[config.mk]
export PLATFORM = sky130hd
export DESIGN_NAME = mont_exp
export DESIGN_NICKNAME = d
export VERILOG_FILES = /design/src/rtl/mont_exp.sv
export SDC_FILE = /design/constraint.sdc
export NUM_CORES = 1
export LEC_CHECK = 0
export ABC_AREA = 1
export BUFFER_PORTS_ARGS = -buffer_cell sky130_fd_sc_hd__clkbuf_2
export CAP_MARGIN = 40
export CORE_ASPECT_RATIO = 0.5
export CORE_MARGIN = 5
export CORE_UTILIZATION = 45
export CTS_BUF_LIST = sky130_fd_sc_hd__clkbuf_4 sky130_fd_sc_hd__clkbuf_8
export CTS_CLUSTER_DIAMETER = 150
export CTS_CLUSTER_SIZE = 14
export DETAILED_ROUTE_END_ITERATION = 8
export PLACE_DENSITY = 0.79
export SETUP_SLACK_MARGIN = 0.2
export SLEW_MARGIN = 20
export SYNTH_ARGS = -nofsm -noshare
export SYNTH_HDL_FRONTEND = slang
export SYNTH_SLANG_ARGS = --single-unit
[constraint.sdc]
create_clock -name clk -period 1.65 [get_ports clk]
set_clock_uncertainty 0.2 [all_clocks]
set_input_delay 0.2475 -clock clk [delete_from_list [all_inputs] [get_ports clk]]
set_output_delay 0.2475 -clock clk [all_outputs]
set_load 0.01 [all_outputs]
[src/rtl/mont_exp.sv]
// rtl/mont_exp.sv - modular exponentiation sequencer driving an external Montgomery multiplier
// Left-to-right square-and-multiply: every op issues to mont, then releases until mm_done falls.

module mont_exp #(
  parameter int n_bit = 7,
  parameter int e_bit = 7
) (
  input  logic             clk,
  input  logic             rst_n,
  input  logic             start,
  input  logic [n_bit-1:0] m,
  input  logic [e_bit-1:0] e,
  input  logic [n_bit-1:0] r2,
  output logic [n_bit-1:0] c,
  output logic             done,
  output logic             busy,
  output logic [n_bit-1:0] mm_x,
  output logic [n_bit-1:0] mm_y,
  output logic             mm_start,
  input  logic [n_bit-1:0] mm_z,
  input  logic             mm_done
);

  localparam int cw = $clog2(e_bit) + 1;
  localparam logic [n_bit-1:0] one_v = n_bit'(1);

  typedef enum logic [2:0] {IDLE, PRE_M, PRE_A, SQR, MUL, POST, FIN} state_t;

  state_t           state_q, state_d;
  logic             rel_q, rel_d;
  logic [n_bit-1:0] acc_q, acc_d, mb_q, mb_d, m_q, m_d, r2_q, r2_d, c_q, c_d;
  logic [e_bit-1:0] esh_q, esh_d;
  logic [cw-1:0]    cnt_q, cnt_d;
  logic             in_op;

  always_ff @(posedge clk or negedge rst_n) begin
    if (!rst_n) begin
      state_q <= IDLE;
      rel_q   <= 1'b0;
      acc_q   <= '0;
      mb_q    <= '0;
      m_q     <= '0;
      r2_q    <= '0;
      c_q     <= '0;
      esh_q   <= '0;
      cnt_q   <= '0;
    end else begin
      state_q <= state_d;
      rel_q   <= rel_d;
      acc_q   <= acc_d;
      mb_q    <= mb_d;
      m_q     <= m_d;
      r2_q    <= r2_d;
      c_q     <= c_d;
      esh_q   <= esh_d;
      cnt_q   <= cnt_d;
    end
  end

  always_comb begin
    state_d  = state_q;
    rel_d    = rel_q;
    acc_d    = acc_q;
    mb_d     = mb_q;
    m_d      = m_q;
    r2_d     = r2_q;
    c_d      = c_q;
    esh_d    = esh_q;
    cnt_d    = cnt_q;
    mm_x     = '0;
    mm_y     = '0;
    mm_start = 1'b0;
    done     = 1'b0;
    in_op    = 1'b1;

    case (state_q)
      IDLE: begin
        in_op = 1'b0;
        if (start) begin
          m_d     = m;
          r2_d    = r2;
          esh_d   = e;
          cnt_d   = cw'(e_bit);
          rel_d   = 1'b0;
          state_d = PRE_M;
        end
      end
      PRE_M: begin mm_x = m_q;   mm_y = r2_q;  end
      PRE_A: begin mm_x = one_v; mm_y = r2_q;  end
      SQR:   begin mm_x = acc_q; mm_y = acc_q; end
      MUL:   begin mm_x = acc_q; mm_y = mb_q;  end
      POST:  begin mm_x = acc_q; mm_y = one_v; end
      FIN: begin
        in_op   = 1'b0;
        done    = 1'b1;
        state_d = IDLE;
      end
      default: begin
        in_op   = 1'b0;
        state_d = IDLE;
      end
    endcase

    if (in_op) begin
      if (!rel_q) begin
        mm_start = 1'b1;
        if (mm_done) begin
          rel_d = 1'b1;
          if (state_q == PRE_M) mb_d = mm_z;
          else                  acc_d = mm_z;
        end
      end else if (!mm_done) begin
        rel_d = 1'b0;
        // A bit is consumed after its SQR when it is 0, or after its MUL when it is 1.
        case (state_q)
          PRE_M: state_d = PRE_A;
          PRE_A: state_d = SQR;
          SQR, MUL: begin
            if (state_q == SQR && esh_q[e_bit-1]) begin
              state_d = MUL;
            end else begin
              esh_d   = esh_q << 1;
              cnt_d   = cnt_q - cw'(1);
              state_d = (cnt_q == cw'(1)) ? POST : SQR;
            end
          end
          POST: begin
            c_d     = acc_q;
            state_d = FIN;
          end
          default: state_d = IDLE;
        endcase
      end
    end
  end

  assign c    = c_q;
  assign busy = (state_q != IDLE);

endmodule

==> out/results.tsv <==
stage	metric	value	unit
status	outcome	finished, violations left	
status	violations	hold timing, setup timing	
sta	tightest_slew	373.2	ps
finish	finish.instance_area	4378	um2
sta	final_max_slew_viol_count	0	
global_route	grt_max_degree	51	
synth	synth_area_per_cell	7.762	um2
global_route	grt-ovfl-total	0	
power	p_leak	2.335	nW
sta	setup_slack	-464.9	ps
floorplan	num_rows	19	
cts	clock_path_buffers	2	
global_route	antenna_found_initial	0	
placement	dpl_cell_area	3216	um2
global_route	first_global_vias	2861	
finish	drive_gt1_share	50.64	%
cts	htreeDepth	2	
placement	place.gp.congestion	0.8723	
power	power_density	1782	nW/um2
floorplan	die_area	7373	um2
synth	ys_seq_elements	50	
global_route	grt_usage	25.48	%
critical_path	max_stage_delay	530	ps
finish	area_delta_synth_final	71.44	%
synth	yosys.area.top_type_share	49.00	%
synth	yosysSeqAreaShare	49.00	%
critical_path	crit_path_start_kind	flip-flop	
detailed_routing	drt-total-wl	11750	um
sta	rsz0062_at_grt	true	
cts	clkLatencyLatePin	310	ps
sta	hold_ws	-3.125	ps
synth	syn_nets	363	
synth	syn-cell-area	2554	um2
finish	num_antenna_cells	0	
critical_path	critPathSlowestCell	dfrtp_2	
sta	finalCritPeriodShare	128.2	%
cts	path_clk_slew	100	ps
critical_path	end_kind	primary output	
critical_path	crit_path_max_fanout	8	
finish	final_common_cell	nand2_1	
detailed_routing	wl_per_cell	21.80	um
detailed_routing	vias	3139	
synth	synth_warnings	0	
placement	hpwl	4686	um
synth	synthCells	329	
cts	clock_sinks	50	
critical_path	path_cells	inv_4 > nand3_4 > nand2_8 > nand2_1 > o211ai_1 > buf_2	
global_route	grt_pass1_wl	14540	um
synth	synth.area.top_cells	dfrtp_1 (49%), nand2_1 (21%), inv_1 (4.7%)	
sta	slew-limit-headroom	75.03	%
placement	io_buffers	55	
floorplan	core	5492	um2
floorplan	initial_core_util	46.50	%
detailed_routing	drt_first_pass_iters	5	
cts	cts_tree	done	
floorplan	die_x	116.5	um
sta	fmaxAchievable	472.8	MHz
finish	num-nets-final	499	
detailed_routing	ant_nets	0	
critical_path	arrival	1670	ps
sta	setup_viol	59	
run	cap_viol_max_count	0	
sta	period_minus_slack	2115	ps
detailed_routing	viasPerCell	5.824	
detailed_routing	initialDrtViolationCount	379	
critical_path	path_class	reg2out	
finish	final_cells	539	
detailed_routing	drc_errors	0	
finish	mostFrequentLayoutCells	nand2_1 (93), dfrtp_1 (47), clkbuf_2 (44)	
critical_path	cp_data_required_time	1200	ps
cts	clock-root-buffer	clkbuf_8	
synth	synth.distinct_cells	30	
placement	dpl.cell_count	479	
synth	synth_largest_area_cell	dfrtp_1	
sta	hold_viol	1	
cts	numCtsBuffers	5	
power	ir_worst_vdd	0.8868	mV
floorplan	die_y	63.27	um
floorplan	io_pins	56	
worst_hold_path	hold_path_class	in2reg	
[kinds of logic after synthesis]
logic type               synth area share [%]
AO/OA/AOI/OAI                           9.211
XOR/XNOR                               0.3430
flip-flops                              49.00
buffers and inverters                   7.888
adder cells (fa/ha/maj)                0.9798
AND/OR/NAND/NOR                         32.58
[final cells by class]
class | instances | area (um2)
clock inverters | 2 | 13.76
fillers | 285 | 1114
inverters | 38 | 160.2
multi-input cells | 235 | 1590
clock buffers | 6 | 76.32
flip-flops and latches | 50 | 1255
repair buffers | 135 | 1191
well taps | 73 | 91.34
[state kept, by name, summed over array words and instances (netlist names)]
signal and cells:
acc_q 7, c 7, esh_q 7, m_q 7, mb_q 7, r2_q 7, cnt_q 4, state_q 3
rel_q 1
[critical path: cells and delay by family, from the launching register on]
kind                   cells  cell delay, ps
AOI/OAI and AO/OA          1             120
and+or+nand+nor            3             360
buffers and inverters      2             340
DFF                        1             530
[synthesized netlist by cell type]
master,n
a21boi_0,1
a21oi_1,8
a22oi_1,2
buf_2,3
buf_4,2
buf_6,2
clkbuf_1,1
dfrtp_1,50
ha_1,2
inv_1,32
inv_2,5
inv_4,1
nand2_1,144
nand2_2,3
nand2_4,1
nand3_1,18
nand3_2,2
nand3_4,3
nand4_1,3
nand4_2,1
nor2_1,10
nor2_2,1
nor2_4,1
nor3_1,1
nor3b_1,1
o211ai_1,5
o21ai_0,19
o21ai_2,1
o22ai_1,5
xor2_1,1
[timing repair]
item / CTS / global route
hold buffers: 19 / 0
endpoints found under the hold margin: 71 / 0
gates resized for setup: 60 / 113
buffers inserted: 14 / 12
pin swaps: 13 / 19
gates cloned: 4 / 3
setup endpoints to repair: 67 / 67
[metrics by stage]
step / worst slack [ps] / power [mW] / TNS, ps / utilization (%)
after floorplan: 158.3 / 3.618 / 0 / -
after global placement: -76.52 / 4.605 / -1105 / 58.56
after detailed placement: -108.9 / 4.671 / -1724 / 58.56
after CTS: -310.8 / 6.197 / -7580 / 70.47
after global routing: -534.2 / 8.153 / -18300 / 79.72
final: -464.9 / 7.802 / -15840 / 79.72
[per-layer routing]
metal | GRT usage, % | up-vias | routed length [um]
met5 | 1.481 | - | 0
met4 | 13.59 | 0 | 629
met3 | 5.736 | 77 | 1256
met2 | 41.10 | 257 | 5348
met1 | 31.66 | 1479 | 4517
li1 | - | 1326 | -
[path summary, 6_finish.rpt]
| check | from | end | slack (ps) | depth (start not counted) |
|---|---|---|---|---|
| max in group asynchronous | rst_n | state_q[0] | 730 | 3 |
| max reg2reg | state_q[1] | esh_q[2] | -400 | 12 |
| min reg2reg | esh_q[0] | esh_q[1] | 290 | 2 |
| min | mm_z[2] | acc_q[2] | -3 | 3 |
| min in group asynchronous | rst_n | state_q[2] | 270 | 3 |
| max | state_q[1] | mm_y[4] | -460 | 6 |
[where the power goes]
| part | switching [mW] | leakage, nW | internal (mW) |
|---|---|---|---|
| Sequential | 0.472 | 0.621 | 1.68 |
| Clock | 0.441 | 0.0486 | 0.317 |
| Combinational | 2.70 | 1.67 | 2.18 |
Power figures use the tool's default switching activity.
